`config.mk`:
```
export PLATFORM = sky130hd
export DESIGN_NAME = led_scanner
export DESIGN_NICKNAME = d
export VERILOG_FILES = /design/src/rtl/led_scanner.sv
export SDC_FILE = /design/constraint.sdc
export NUM_CORES = 1
export LEC_CHECK = 0
export ABC_AREA = 1
export CAP_MARGIN = 20
export CORE_MARGIN = 2
export CORE_UTILIZATION = 45
export DETAILED_ROUTE_END_ITERATION = 8
export GPL_TIMING_DRIVEN = 0
export PLACE_DENSITY = 0.67
export SLEW_MARGIN = 25
export SYNTH_ARGS = -nofsm -noshare
export SYNTH_HDL_FRONTEND = slang
export SYNTH_SLANG_ARGS = --single-unit
```
`constraint.sdc`:
```
create_clock -name clk -period 4 [get_ports clk]
set_input_delay 0.6 -clock clk [delete_from_list [all_inputs] [get_ports clk]]
set_output_delay 0.6 -clock clk [all_outputs]
set_load 0.01 [all_outputs]
```
`src/rtl/led_scanner.sv`:
```
// rtl/led_scanner.sv - LED scan-pattern generator (bounce/rotate/bar); optional fading trail via LED_SCANNER_TRAIL_EN
module led_scanner #(
  parameter int WIDTH = 8,
  parameter int DIV_W = 24,
  parameter int IW    = $clog2(WIDTH + 1)
) (
  input  logic             clk,
  input  logic             rst,
  input  logic             run,
  input  logic [DIV_W-1:0] step_div,
  input  logic [1:0]       mode,
  output logic [WIDTH-1:0] led,
  output logic             tick,
  output logic             dir,
  output logic [IW-1:0]    pos_idx
);

  localparam logic [1:0] MODE_BOUNCE = 2'd0;
  localparam logic [1:0] MODE_ROT_L  = 2'd1;
  localparam logic [1:0] MODE_ROT_R  = 2'd2;
  localparam logic [1:0] MODE_BAR    = 2'd3;

  localparam logic [WIDTH-1:0] POS_INIT = WIDTH'(1);

  logic [DIV_W-1:0] cnt_q, cnt_d;
  logic [WIDTH-1:0] pos_q, pos_d;
  logic [IW-1:0]    lvl_q, lvl_d;
  logic             dir_q, dir_d;
  logic             tick_q, tick_d;
  logic [1:0]       mode_q, mode_d;
  logic             mode_chg;

  assign mode_chg = (mode != mode_q);

  // Next-state: a mode change re-initialises and suppresses the tick; otherwise the prescaler drives pattern steps.
  always_comb begin
    cnt_d  = cnt_q;
    pos_d  = pos_q;
    lvl_d  = lvl_q;
    dir_d  = dir_q;
    tick_d = 1'b0;
    mode_d = mode_q;
    if (mode_chg) begin
      mode_d = mode;
      cnt_d  = '0;
      pos_d  = POS_INIT;
      lvl_d  = '0;
      dir_d  = 1'b0;
    end else if (run) begin
      // >= rather than == so a step_div lowered below cnt still ticks next cycle
      if (cnt_q >= step_div) begin
        cnt_d  = '0;
        tick_d = 1'b1;
        case (mode_q)
          MODE_BOUNCE: begin
            if (!dir_q) begin
              if (pos_q[WIDTH-1]) begin
                pos_d = pos_q >> 1;
                dir_d = 1'b1;
              end else begin
                pos_d = pos_q << 1;
              end
            end else begin
              if (pos_q[0]) begin
                pos_d = pos_q << 1;
                dir_d = 1'b0;
              end else begin
                pos_d = pos_q >> 1;
              end
            end
          end
          MODE_ROT_L: begin
            pos_d = {pos_q[WIDTH-2:0], pos_q[WIDTH-1]};
            dir_d = 1'b0;
          end
          MODE_ROT_R: begin
            pos_d = {pos_q[0], pos_q[WIDTH-1:1]};
            dir_d = 1'b1;
          end
          default: begin
            if (!dir_q) begin
              lvl_d = lvl_q + 1'b1;
              if (lvl_q == IW'(WIDTH - 1)) dir_d = 1'b1;
            end else begin
              lvl_d = lvl_q - 1'b1;
              if (lvl_q == IW'(1)) dir_d = 1'b0;
            end
          end
        endcase
      end else begin
        cnt_d = cnt_q + 1'b1;
      end
    end
  end

  // Pattern and prescaler state; reset also adopts the current mode so no spurious re-init follows.
  always_ff @(posedge clk) begin
    if (rst) begin
      cnt_q  <= '0;
      pos_q  <= POS_INIT;
      lvl_q  <= '0;
      dir_q  <= 1'b0;
      tick_q <= 1'b0;
      mode_q <= mode;
    end else begin
      cnt_q  <= cnt_d;
      pos_q  <= pos_d;
      lvl_q  <= lvl_d;
      dir_q  <= dir_d;
      tick_q <= tick_d;
      mode_q <= mode_d;
    end
  end

`ifdef LED_SCANNER_TRAIL_EN
  logic [WIDTH-1:0] h1_q, h2_q;
  logic [1:0]       pwm_q;

  // Trail history follows the head one and two steps behind; pwm free-runs to dim the trail.
  always_ff @(posedge clk) begin
    if (rst) begin
      h1_q  <= '0;
      h2_q  <= '0;
      pwm_q <= 2'd0;
    end else begin
      pwm_q <= pwm_q + 2'd1;
      if (mode_chg) begin
        h1_q <= '0;
        h2_q <= '0;
      end else if (tick_d) begin
        h2_q <= h1_q;
        h1_q <= pos_q;
      end
    end
  end
`endif

  // LED decode from registers only: thermometer bar in mode 3, head (plus dimmed trail when built) otherwise.
  always_comb begin
    led = '0;
    if (mode_q == MODE_BAR) begin
      for (int i = 0; i < WIDTH; i++) begin
        led[i] = (lvl_q > IW'(i));
      end
    end else begin
`ifdef LED_SCANNER_TRAIL_EN
      led = pos_q | (h1_q & {WIDTH{~pwm_q[0]}}) | (h2_q & {WIDTH{pwm_q == 2'd0}});
`else
      led = pos_q;
`endif
    end
  end

  // Head index is the position of the single set bit of pos; bar mode reports the level instead.
  always_comb begin
    pos_idx = '0;
    if (mode_q == MODE_BAR) begin
      pos_idx = lvl_q;
    end else begin
      for (int i = 0; i < WIDTH; i++) begin
        if (pos_q[i]) pos_idx = IW'(i);
      end
    end
  end

  assign tick = tick_q;
  // Rotate-right always reports movement toward LSB, even before its first step.
  assign dir  = dir_q | (mode_q == MODE_ROT_R);

endmodule

```
Yosys cells after proc, flatten, opt, wreduce, memory -nomap -nowiden --
Index checks and enable logic that the tools add are counted. Widths: inputs -> output; s select.
Storage, ports and cells: register bits after elaboration 40, latch bits 0, memory bits (writable) 0, memory bits (read-only) 0, input port bits 29, output and inout port bits 14, logic and storage cells 61, memories 0
Cells by class: $add $sub $neg 3, multiply operators 0, div/mod/pow operators 0, magnitude comparators 9, eq/ne operators 6, shift operators 0, multiplexer cells 25, bitwise operators 3, reductions and logical operators 9
Operator list (number):
- $mux 4 | 8
- $mux 8 | 4
- $add 24x1->24 const B | 1
- $ge 24x24->1 | 1
- $mux 24 | 1
- $pmux 8 s3 | 1
- $gt 4x3->1 const B | 4
- $gt 4x1->1 const B | 2
- $gt 4x2->1 const B | 2
- $mux 1 | 8
- $reduce_and 3->1 | 2
- $reduce_or 3->1 | 2
- $add 4x1->4 const B | 1
- $eq 2x2->1 const B | 2
- $eq 4x1->1 const B | 1
- $eq 4x3->1 const B | 1
- $mux 2 | 2
- $sub 4x1->4 const B | 1
- $pmux 1 s3 | 1
- $reduce_bool 3->1 | 1
- $eq 2x1->1 const B | 1
- $logic_not 2->1 | 1
- $ne 2x2->1 | 1
- $not 1->1 | 2
- other kinds (4) | 4

Longest topological paths before layout --
depth in word-level cells 8, depth in mapped cells 14, gate-level depth less buffers 13

Least setup slack after synthesis --
No wires, ideal clock.
kind input to register, from input step_div[22], to register cnt_q[8], library setup time 0.117 ns, arrival time 1.870 ns, data required time 3.883 ns, path slack 2.014 ns, stages on the path 14, path buffers 1, cell sequence inv_1 > ha_1 > nand2_1 > nor2_2 > nand2_1 > nor2_2 > nand2_1 > nor2_1 > nand2_1 > nand2_2 > nand2_2 > nand2_4 > buf_4 > nor2_1
On the way: word-level cells in the longest chain between the ends 2
RTL lines:
- from (decl) | RTL line 10 | input logic [DIV_W-1:0] step_div,
- $ge 24x24->1 | RTL line 51 | if (cnt_q >= step_div) begin
- $mux 24 | RTL line 51
- to (signal assigned) | RTL line 106 | cnt_q <= cnt_d;
- to (decl) | RTL line 25 | logic [DIV_W-1:0] cnt_q, cnt_d;
No other way between the ends. A chain may end at the register's enable or synchronous reset.

Worst setup path in the final report --
from register mode_q[0], to output led[0]
On the way: word-level cells in the longest chain between the ends 2
RTL lines:
- from (decl) | RTL line 30 | logic [1:0] mode_q, mode_d;
- from (signal assigned) | RTL line 104 | mode_q <= mode;
- from (signal assigned) | RTL line 111 | mode_q <= mode_d;
- $eq 2x2->1 | RTL line 141 | if (mode_q == MODE_BAR) begin
- $mux 8 | RTL line 141
- to (decl) | RTL line 12 | output logic [WIDTH-1:0] led,
No other way between the ends.

==> tab_implementation.tex <==
\begin{tabular}{lr}
\hline
Metric & Value \\
\hline
\multicolumn{2}{l}{\textbf{CTS}} \\
Max clock buf depth & 2 \\
Worst-Skew Late Latency & 0.30 ns \\
Hold-fix buffers, CTS & 0 \\
CTS sink cnt & 40 \\
Cell at the root of the clock tree & clkbuf\_8 \\
Clock input transition at the sequential cells of the worst setup and hold paths & 0.09 ns \\
H-Tree Depth & 2 \\
Post-cts gate resize count & 0 \\
Clock tree from TritonCTS & done \\
Total setup buffers inserted after CTS & 0 \\
Number of buffers added by the clock tree synthesis step & 5 \\
\multicolumn{2}{l}{\textbf{Layout}} \\
Most frequent cells in the layout & 126 x nand2\_1, 76 x inv\_1, 46 x nor2\_1, 41 x clkdlybuf4s50\_1, 38 x dfxtp\_1 \\
Fill cells & 729 \\
Non-filler cells in the finished layout & 637 \\
Diodes inserted & 0 \\
Area delta synth->final & 19.8\% \\
Most common cell after layout, fill and taps aside & nand2\_1 \\
Number of nets in the layout & 600 \\
Fraction of final layout cells with drive strength greater than 1 & 0.0743 \\
\multicolumn{2}{l}{\textbf{Global routing}} \\
Gr ovfl total & 0 \\
Maximum number of pins on one net before global-route repair & 14 \\
First-pass GRT wire length & 12.1 mm \\
Antenna violations before repair & 0 \\
Global Route Usage Sum & 0.191 \\
Via count of the first global-routing pass & 2,782 \\
\multicolumn{2}{l}{\textbf{Floorplanning}} \\
Boundary Pins & 43 \\
Overall die area & 7940 sq um \\
Initial Utilization & 0.457 \\
Floorplan core area & 7140 sq um \\
Placement row count & 31 \\
Horizontal die dimension & 89.1 microns \\
Vertical extent of the die & 89.1 microns \\
\multicolumn{2}{l}{\textbf{Setup path}} \\
Critical-path top delay cell & clkdlybuf4s50\_1 \\
Largest delay share family, worst path & buffers and inverters \\
Critical path fanouts, max & 10 \\
Longest individual stage delay on the worst path & 0.55 ns \\
Cells along the critical path & ha\_1 > clkbuf\_1 > clkbuf\_1 > nor2\_1 > a31oi\_1 > clkdlybuf4s50\_1 \\
Critical path required time & 3.40 ns \\
Buffers plus inverters on the worst setup path & 3 \\
Critical path arrival & 2.37 ns \\
Most Frequent Cell on Critical Path & clkbuf\_1 \\
Critical path start-end classification & reg2out \\
Type of destination of the critical path & output port \\
Critical Path Start Type & flop \\
\multicolumn{2}{l}{\textbf{Route}} \\
Via Count & 3,125 \\
Met2 Wirelength & 3.48 mm \\
Post-route DRC & 0 \\
Post-route ant nets & 0 \\
Total iterations of the first detailed-routing run & 4 \\
Wire length per cell & 11.4 microns \\
Top Layer Used & met4 \\
Routed wire length & 7.26 mm \\
Vias per std cell & 4.91 \\
Starting DRC count in detailed routing & 119 \\
Met1 layer wirelength in the final routing & 3.47 mm \\
Met3 routed WL & 255 microns \\
\multicolumn{2}{l}{\textbf{Placed design}} \\
Pre-CTS setup slack & 1.19 ns \\
Routability-driven placement congestion ratio & 0.894 \\
Half-perimeter wire length after placement & 5.83 mm \\
Count of buffers inserted at the top-level ports & 41 \\
Placed Cells & 629 \\
\multicolumn{2}{l}{\textbf{Timing}} \\
Accumulated negative setup slack & 0 ns \\
Worst Slack Setup Final & 1.03 ns \\
Final hold vios & 0 \\
Final Max Slew Viols & 0 \\
Worst Max-Slew Pin Slew & 0.393 ns \\
Share of the clock period used by the worst path & 0.742 \\
Worst clock skew & 0.0130 ns \\
Setup-failing EPs final & 0 \\
Max Clk Rate & 0.337 GHz \\
Fin crit period & 2.97 ns \\
RSZ-0062 raised after global routing & no \\
Worst relative slew slack & 0.738 \\
\multicolumn{2}{l}{\textbf{Pwr}} \\
Leakage power & 1.73 nW \\
P per Cell Area & 224 nW/um\^{}2 \\
Largest voltage drop on the vdd net & 0.156 mV \\
\multicolumn{2}{l}{\textbf{Yosys}} \\
Post-synth ARST share & 0 \\
Yosys warning total & 0 \\
Most used flip-flop cell after synthesis & dfxtp\_1 \\
Number of enable flip-flop cells after synthesis & 2 \\
Number of library cell types mapped by synthesis & 39 \\
Mapped Cells & 489 \\
Sequential share of the synthesized area & 0.252 \\
Area of the mapped netlist & 3260 sq um \\
Flops \& latches, synth & 40 \\
Synthesized net count & 552 \\
Synthesized area per cell & 6.66 sq um \\
\multicolumn{2}{l}{\textbf{Worst hold path}} \\
Hold WC Path Type & reg2reg \\
\multicolumn{2}{l}{\textbf{Outcome}} \\
Result of the run & complete, no violations \\
\multicolumn{2}{l}{\textbf{Run}} \\
Max cap viols & 0 \\
\hline
\end{tabular}
==> cell type report <==
class | count | area [sq um] | share of cell area
Multi-Input combinational cell | 358 | 2060 | 0.528
Sequential cell | 40 | 821 | 0.210
Timing Repair Buffer | 41 | 410 | 0.105
Inverter | 80 | 300 | 0.0769
Tap cell | 99 | 124 | 0.0317
Buffer | 11 | 77.6 | 0.0199
Clock buffer | 5 | 68.8 | 0.0176
Clock inverter | 3 | 42.5 | 0.0109
==> logic make-up (layout without fill, tap and decap cells) <==
logic type                 count (synthesis)  after routing  synth area share
and+or+nand+nor                          236            236             0.333
AOI/OAI and AO/OA                         69             69             0.118
buffers and inverters                     91            140             0.116
xor gates and xnor gates                  19             19            0.0511
DFF                                       40             40             0.252
adders and majority gates                 34             34             0.131
==> final timing paths <==
check	start	endpoint	slack (ns)	cells after the start
worst max-delay path	mode_q[0]	led[0]	1.03	6
worst min-delay path	cnt_q[0]	cnt_q[0]	0.50	2
worst max register to register	cnt_q[23]	cnt_q[11]	1.99	13
worst min register to register	cnt_q[0]	cnt_q[0]	0.50	2
==> registers in the layout, summed over array words and instances (netlist names) <==
name and cells:
cnt_q 24, pos_q 8, lvl_q 4, mode_q 2, dir_q 1, tick 1
==> Yosys cell counts, types with 4 or more instances <==
library cell  count  area (sq um)
nand2_1         126           473
inv_1            76           285
nor2_1           46           173
dfxtp_1          38           761
a21oi_1          34           170
ha_1             34           425
nand3_1          30           150
o21ai_0          19          95.1
xor2_1           13           114
nor2_2            6          37.5
nor2_4            6          67.6
xnor2_1           6          52.6
nand4_1           5          31.3
buf_6             4          45.0
clkbuf_1          4          15.0
==> power by group <==
part	switching [mW]	internal, mW
Sequential	0.00280	0.404
Clock	0.149	0.185
Combinational	0.0741	0.0609
Total	0.225	0.649
==> stage by stage <==
stage	cell area, sq um	hold slack [ns]	power, mW	util
after floorplan	3260	0.453	0.498	-
after global placement	3790	0.471	0.550	0.531
after detailed placement	3790	0.482	0.551	0.531
after CTS	3900	0.494	0.883	0.547
after global routing	3900	0.514	0.914	0.547
final	3900	0.496	0.875	0.547
==> worst register-to-register path: cells and delay by family (launching register included) <==
family                     cells  cell delay, ns
DFF                            1            0.33
buffers and inverters          1            0.18
and+or+nand+nor               11            1.09
adders and majority gates      1            0.31
==> layer usage <==
metal  vias to the layer above  global-route usage
met2                        54               0.325
met4                         0              0.0570
met5                         -                   0
met3                         4              0.0323
met1                      1414               0.249
li1                       1653                   -
(Power assumes the default switching activity.)
